--- config.mk ---
export PLATFORM = sky130hd
export DESIGN_NAME = mem_arbiter
export DESIGN_NICKNAME = d
export VERILOG_FILES = /design/src/rtl/mem_arb_pkg.sv /design/src/rtl/mem_arb_pick.sv /design/src/rtl/mem_arbiter.sv
export SDC_FILE = /design/constraint.sdc
export NUM_CORES = 1
export LEC_CHECK = 0
export BUFFER_PORTS_ARGS = -buffer_cell sky130_fd_sc_hd__buf_2
export CAP_MARGIN = 0
export CORE_ASPECT_RATIO = 0.75
export CORE_MARGIN = 2
export CORE_UTILIZATION = 40
export DETAILED_ROUTE_END_ITERATION = 10
export GPL_ROUTABILITY_DRIVEN = 1
export GPL_TIMING_DRIVEN = 0
export PLACE_DENSITY_LB_ADDON = 0.12
export SLEW_MARGIN = 40
export SYNTH_ARGS = -nofsm -noshare
export SYNTH_HDL_FRONTEND = slang
export SYNTH_SLANG_ARGS = --single-unit
--- constraint.sdc ---
create_clock -name clk -period 1.86 [get_ports clk]
set_input_delay 0.186 -clock clk [delete_from_list [all_inputs] [get_ports clk]]
set_output_delay 0.186 -clock clk [all_outputs]
set_load 0.005 [all_outputs]
--- src/rtl/mem_arb_pkg.sv ---
// rtl/mem_arb_pkg.sv - shared widths, FSM state and request types for mem_arbiter
package mem_arb_pkg;

   localparam int MEM_ADDR_W = 13;
   localparam int MEM_DATA_W = 8;

   typedef enum logic [1:0] {
      IDLE   = 2'd0,
      ACCESS = 2'd1,
      DONE   = 2'd2
   } arb_state_t;

   // Sized by the package widths, so top-level width overrides must move together with these.
   typedef struct packed {
      logic                  we;
      logic [MEM_ADDR_W-1:0] addr;
      logic [MEM_DATA_W-1:0] wdata;
   } mem_req_t;

endpackage

--- src/rtl/mem_arb_pick.sv ---
// rtl/mem_arb_pick.sv - combinational winner select between the fetch and data ports
// MEM_ARB_RR_EN: alternate on conflict (grant the port that did not win last); otherwise port 1 always wins.
module mem_arb_pick
   import mem_arb_pkg::*;
(
   input  logic req0_i,
   input  logic req1_i,
   input  logic last_i,
   output logic any_o,
   output logic winner_o
);

   always_comb begin
      any_o = req0_i | req1_i;
`ifdef MEM_ARB_RR_EN
      if (req0_i && req1_i) begin
         winner_o = ~last_i;
      end else begin
         winner_o = req1_i;
      end
`else
      winner_o = req1_i;
`endif
   end

endmodule

--- src/rtl/mem_arbiter.sv ---
// rtl/mem_arbiter.sv - two-port arbiter/sequencer for the single-port 8-bit x 8K memory
// Conflict policy selected by MEM_ARB_RR_EN (round-robin) versus default fixed priority to port 1.
module mem_arbiter
   import mem_arb_pkg::*;
#(
   parameter int ADDR_W = MEM_ADDR_W,
   parameter int DATA_W = MEM_DATA_W
) (
   input  logic              clk,
   input  logic              rst,
   input  logic              req0,
   input  logic              req1,
   input  logic              we0,
   input  logic              we1,
   input  logic [ADDR_W-1:0] addr0,
   input  logic [ADDR_W-1:0] addr1,
   input  logic [DATA_W-1:0] wdata0,
   input  logic [DATA_W-1:0] wdata1,
   output logic              gnt0,
   output logic              gnt1,
   output logic              rvalid0,
   output logic              rvalid1,
   output logic [DATA_W-1:0] rdata,
   output logic [ADDR_W-1:0] mem_addr,
   output logic [DATA_W-1:0] mem_wr,
   output logic              mem_write,
   output logic              mem_read,
   input  logic [DATA_W-1:0] mem_rd
);

   arb_state_t        state_q, state_d;
   logic              cur_q, cur_d;
   logic              last_q, last_d;
   logic              gnt0_q, gnt0_d;
   logic              gnt1_q, gnt1_d;
   logic              rvalid0_q, rvalid0_d;
   logic              rvalid1_q, rvalid1_d;
   logic [DATA_W-1:0] rdata_q, rdata_d;
   logic [ADDR_W-1:0] mem_addr_q, mem_addr_d;
   logic [DATA_W-1:0] mem_wr_q, mem_wr_d;
   logic              mem_write_q, mem_write_d;
   logic              mem_read_q, mem_read_d;

   logic              any_req;
   logic              winner;
   mem_req_t          sel;

   mem_arb_pick u_pick (
      .req0_i   (req0),
      .req1_i   (req1),
      .last_i   (last_q),
      .any_o    (any_req),
      .winner_o (winner)
   );

   always_comb begin
      sel = '0;
      if (winner) begin
         sel.we    = we1;
         sel.addr  = addr1;
         sel.wdata = wdata1;
      end else begin
         sel.we    = we0;
         sel.addr  = addr0;
         sel.wdata = wdata0;
      end
   end

   always_comb begin
      state_d     = state_q;
      cur_d       = cur_q;
      last_d      = last_q;
      gnt0_d      = 1'b0;
      gnt1_d      = 1'b0;
      rvalid0_d   = 1'b0;
      rvalid1_d   = 1'b0;
      rdata_d     = rdata_q;
      mem_addr_d  = mem_addr_q;
      mem_wr_d    = mem_wr_q;
      mem_write_d = 1'b0;
      mem_read_d  = 1'b0;

      case (state_q)
         IDLE: begin
            if (any_req) begin
               mem_addr_d  = sel.addr;
               mem_wr_d    = sel.wdata;
               mem_write_d = sel.we;
               mem_read_d  = ~sel.we;
               gnt0_d      = ~winner;
               gnt1_d      = winner;
               cur_d       = winner;
               last_d      = winner;
               state_d     = ACCESS;
            end
         end
         // Memory strobes stay up for the whole cycle; read data is taken at its closing edge.
         ACCESS: begin
            if (mem_read_q) begin
               rdata_d = mem_rd;
            end
            rvalid0_d = ~cur_q;
            rvalid1_d = cur_q;
            state_d   = DONE;
         end
         DONE: begin
            state_d = IDLE;
         end
         default: begin
            state_d = IDLE;
         end
      endcase
   end

   always_ff @(posedge clk) begin
      if (rst) begin
         state_q     <= IDLE;
         cur_q       <= 1'b0;
         last_q      <= 1'b1;
         gnt0_q      <= 1'b0;
         gnt1_q      <= 1'b0;
         rvalid0_q   <= 1'b0;
         rvalid1_q   <= 1'b0;
         rdata_q     <= '0;
         mem_addr_q  <= '0;
         mem_wr_q    <= '0;
         mem_write_q <= 1'b0;
         mem_read_q  <= 1'b0;
      end else begin
         state_q     <= state_d;
         cur_q       <= cur_d;
         last_q      <= last_d;
         gnt0_q      <= gnt0_d;
         gnt1_q      <= gnt1_d;
         rvalid0_q   <= rvalid0_d;
         rvalid1_q   <= rvalid1_d;
         rdata_q     <= rdata_d;
         mem_addr_q  <= mem_addr_d;
         mem_wr_q    <= mem_wr_d;
         mem_write_q <= mem_write_d;
         mem_read_q  <= mem_read_d;
      end
   end

   assign gnt0      = gnt0_q;
   assign gnt1      = gnt1_q;
   assign rvalid0   = rvalid0_q;
   assign rvalid1   = rvalid1_q;
   assign rdata     = rdata_q;
   assign mem_addr  = mem_addr_q;
   assign mem_wr    = mem_wr_q;
   assign mem_write = mem_write_q;
   assign mem_read  = mem_read_q;

endmodule

Yosys cells after proc, flatten, opt, wreduce, memory -nomap -nowiden
Cells that the tools add are included.
{"block": "word_totals", "ff_bits": 38, "latchBits": 0, "ram_bits": 0, "rom_bits": 0, "out_inout_bits": 35, "mem_count": 0}
{"block": "classes", "add_sub_neg": 0, "mul": 0, "div": 0, "order_cmp": 0, "eq_ne": 2, "n_shift": 0, "mux": 3, "bitwise": 7, "reduce_logical": 5}
{"operator": "2-to-1 mux 22 bit", "n": 1}
{"operator": "NOT 1 bit", "n": 6}
{"operator": "one-hot mux 2 bit (2 select lines)", "n": 1}
{"operator": "AND reduction 2 bit", "n": 2}
{"operator": "OR reduction 3 bit", "n": 1}
{"operator": "== test 2 x 1 -> 1 bit (second input constant)", "n": 1}
{"operator": "zero test 2 bit", "n": 1}
{"operator": "2-to-1 mux 2 bit", "n": 1}
{"operator": "inequality test 2 bit (second input constant)", "n": 1}
{"operator": "OR reduction 2 bit", "n": 1}
{"operator": "OR 1 bit", "n": 1}

Depth between registers and ports, before layout
{"block": "logic_depth", "word_depth": 3, "mapped_depth": 6}

Modules after synthesis
Synthesis repeated with hierarchy kept, for this count alone.
{"block": "hier_totals", "hier_cells": 157, "hier_area_um2": 1788.0}
{"module": "mem_arbiter", "n_inst": 1, "cells_each": 155, "area_per_inst_um2": 1774.2, "seq_area_each_um2": 780.7}
{"module": "mem_arb_pick", "n_inst": 1, "cells_each": 2, "area_per_inst_um2": 13.8, "seq_area_each_um2": 0.0}

Least setup slack after synthesis
No wires, ideal clock.
{"block": "synth_path", "kind": "reg-to-reg", "startpoint": "register state_q[1]", "endpoint": "register mem_addr_q[10] (netlist: mem_addr[10])", "arrival_ps": 1224, "setup_slack_ps": 568, "stages_incl_launch_ff": 5, "synth_period_minus_slack_ps": 1292, "cell_sequence": "dfxtp_1 > or4_1 > buf_2 > buf_6 > o2bb2ai_2"}
{"block": "synth_between", "elab_chain_len": 2}
{"item": "start, declared", "line_no": "mem_arbiter.sv:31", "text": "arb_state_t state_q, state_d;"}
{"item": "start signal, assigned", "line_no": "mem_arbiter.sv:130", "text": "state_q <= state_d;"}
{"item": "zero test 2 bit", "line_no": "mem_arbiter.sv:83", "text": "case (state_q)"}
{"item": "AND reduction 2 bit (no line)"}
{"item": "end signal, assigned", "line_no": "mem_arbiter.sv:138", "text": "mem_addr_q <= mem_addr_d;"}
{"item": "end, declared", "line_no": "mem_arbiter.sv:39", "text": "logic [ADDR_W-1:0] mem_addr_q, mem_addr_d;"}
No other way between the ends.
A chain may end at the register's enable or synchronous reset.

Final worst setup path
{"block": "layout_path", "startpoint": "register state_q[0]", "endpoint": "register mem_addr_q[12] (netlist: mem_addr[12])"}
Same word-level chain as after synthesis.

==> out/metrics.csv <==
stage,metric,value,unit
clock_network,clock root cell,clkbuf_8,
clock_network,H-tree levels,2,
clock_network,Post-CTS Setup Inserts,0,
min_path,startpoint of the worst hold path,mem_rd[1],
logic_synthesis,yosys warns,0,
route,via/cell ratio,4.648,
setup_path,Worst Setup SP,state_q[0],
sta,Final Max Slew Viols,0,
floorplanning,DIE WIDTH,75.68,microns
outcome,status,"finished, final reports clean",
sta,Max transition margin,50.32,%
logic_synthesis,Synth Register Bits,38,
global_routing,total gr overflow,0,
setup_path,critical path arrival,1610,ps
logic_synthesis,sequential share of the synthesized area,49.35,%
power,Leakage,0.001129,uW
route,DRC Markers,0,
sta,setup TNS,0,ps
route,routed wire length,3.476,mm
setup_path,CP startpoint kind,register,
placed_design,port bufs,89,
global_routing,largest net degree at the start of global routing,12,
floorplanning,Core Region,0.003685,sq mm
route,drt first-iter violations,43,
logic_synthesis,Post-Syn Area per Cell,12.64,sq um
placed_design,dpl cells,263,
route,TritonRoute pass-1 iters,3,
floorplanning,Row Count,19,
clock_network,CTS Buf Count,5,
layout,share of cells above drive strength 1,56.42,%
setup_path,worst setup path class,reg2reg,
placed_design,dpl hpwl,2.653,mm
global_routing,antenna violations before repair,0,
sta,Fmax achieved,715.9,MHz
setup_path,crit path capture type,register,
layout,P&R area growth vs syn,38.23,%
setup_path,"Max FO, Critical Path",10,
min_path,worst hold path type,in2reg,
floorplanning,Starting Density,41.83,%
route,total number of vias,1255,
sta,final cycle utilization of the critical path,75.10,%
sta,Hold Fails Final Rpt,0,
floorplanning,Die Area,0.004371,sq mm
run,max cap viols,0,
clock_network,Clock Path Buffers,2,
floorplanning,I/O pin cnt,91,
clock_network,post_cts resized,0,
setup_path,Worst R2R Start,state_q[0],
logic_synthesis,Yosys cell types,18,
layout,Final Non-Filler Cells,270,
clock_network,Worst-path clk slew,70,ps
sta,min Tclk post-route,1397,ps
layout,number of antenna cells inserted,0,
power,Power per Cell Area,809.3,mW/mm^2
route,Routed WL per cell,12.87,microns
logic_synthesis,post-synth net total,178,
clock_network,CTS Hold Bufs,0,
clock_network,clk_lat worst skew,280,ps
sta,Tightest Pin Transition,745.3,ps
global_routing,number of global-route vias before repair,1267,
logic_synthesis,Mapped Cells,122,
route,Final ANT Viol Nets,0,
placed_design,GPL Wtd Cong,0.6698,
clock_network,Clock Sinks,38,
sta,Final setup violation count,0,
global_routing,first-pass GRT wire length,5.561,mm
layout,Final #Nets,274,
layout,cell area after layout,0.002131,sq mm
power,maximum vdd drop,0.4183,mV
clock_network,CTS tree,done,
placed_design,DP Area,0.002052,sq mm
floorplanning,Die Y,57.76,microns
setup_path,Critical Path RT,2070,ps
sta,post-route clock skew,4.074,ps
logic_synthesis,mapped cell area,0.001541,sq mm
sta,RSZ-0062 raised after global routing,false,
global_routing,total track usage,16.82,%
## final timing paths
path / to / slack (ps) / cells after the start
worst max register to register: mem_addr[12] / 460 / 4
worst max-delay path: mem_addr[12] / 460 / 4
worst min-delay path: rdata[1] / 140 / 3
worst min register to register: mem_addr[4] / 470 / 1
## final cells by class
type / count / area [sq um]
fillers: 331 / 1554
flip-flops and latches: 38 / 760.7
multi-input cells: 72 / 708.2
repair buffers: 89 / 445.4
clock buffers: 5 / 68.82
plain buffers: 10 / 65.06
well taps: 52 / 65.06
clock inverters: 2 / 10.01
inverters: 2 / 7.507
## Yosys cell counts, drive strengths merged
master | n | area (sq um)
nor2 | 12 | 47.55
a22o | 1 | 8.760
or4 | 1 | 7.510
o31a | 1 | 8.760
dfxtp | 38 | 760.7
and3 | 1 | 6.260
nor2b | 1 | 6.260
clkbuf | 3 | 11.26
buf | 7 | 53.80
nand3b | 1 | 7.510
and2 | 3 | 18.77
mux2i | 30 | 300.3
o2bb2ai | 21 | 296.5
inv | 2 | 7.500
## per-stage QoR
stage	total power, uW	util, %	hold WS, ps	worst slack, ps
detailed placement	1223	55.69	432.1	462.0
finish	1724	57.83	142.4	463.1
global placement	1213	55.69	418.8	505.5
CTS	1752	57.83	133.5	461.1
global route	1826	57.83	128.2	379.4
floorplan	1086	-	329.9	567.8
## placed cells by master, fill, tap and decap left out, drive strengths merged
cell / n
nand3b: 1
or4: 1
nor2: 12
clkinv: 2
o2bb2ai: 21
o31a: 1
a22o: 1
nor2b: 1
and2: 3
buf: 96
and3: 1
clkbuf: 8
inv: 2
mux2i: 30
dfxtp: 38
## metal layers
metal | wire (microns) | track usage, % | up-vias
met1 | 1606 | 21.34 | 569
met5 | 0 | 0 | -
li1 | - | - | 638
met3 | 243 | 5.043 | 2
met2 | 1610 | 27.08 | 46
met4 | 16 | 6.015 | 0
## critical path: stages (launching register included)
cell,delay [ps]
dfxtp_1,350
or4_1,490
buf_2,180
buf_6,170
o2bb2ai_2,140
## registers in the layout, indices dropped and copies added, names as in the netlist
signal     count
rdata          8
mem_read       1
mem_wr         8
cur_q          1
gnt1           1
state_q        2
rvalid1        1
mem_write      1
mem_addr      13
rvalid0        1
gnt0           1
## where the power goes
group | switching [uW] | internal [uW]
clock | 270 | 251
sequential | 37.8 | 873
combinational | 135 | 156
total | 443 | 1280
## kinds of logic (layout without fill, tap and decap cells)
group | count (synthesis) | in the layout | synth area share [%]
AO/OA/AOI/OAI | 23 | 23 | 20.37
AND/OR/NAND/NOR | 19 | 19 | 6.089
buffers and inverters | 12 | 108 | 4.707
flip-flops | 38 | 38 | 49.35
multiplexers | 30 | 30 | 19.48
Power figures use the tool's default switching activity.
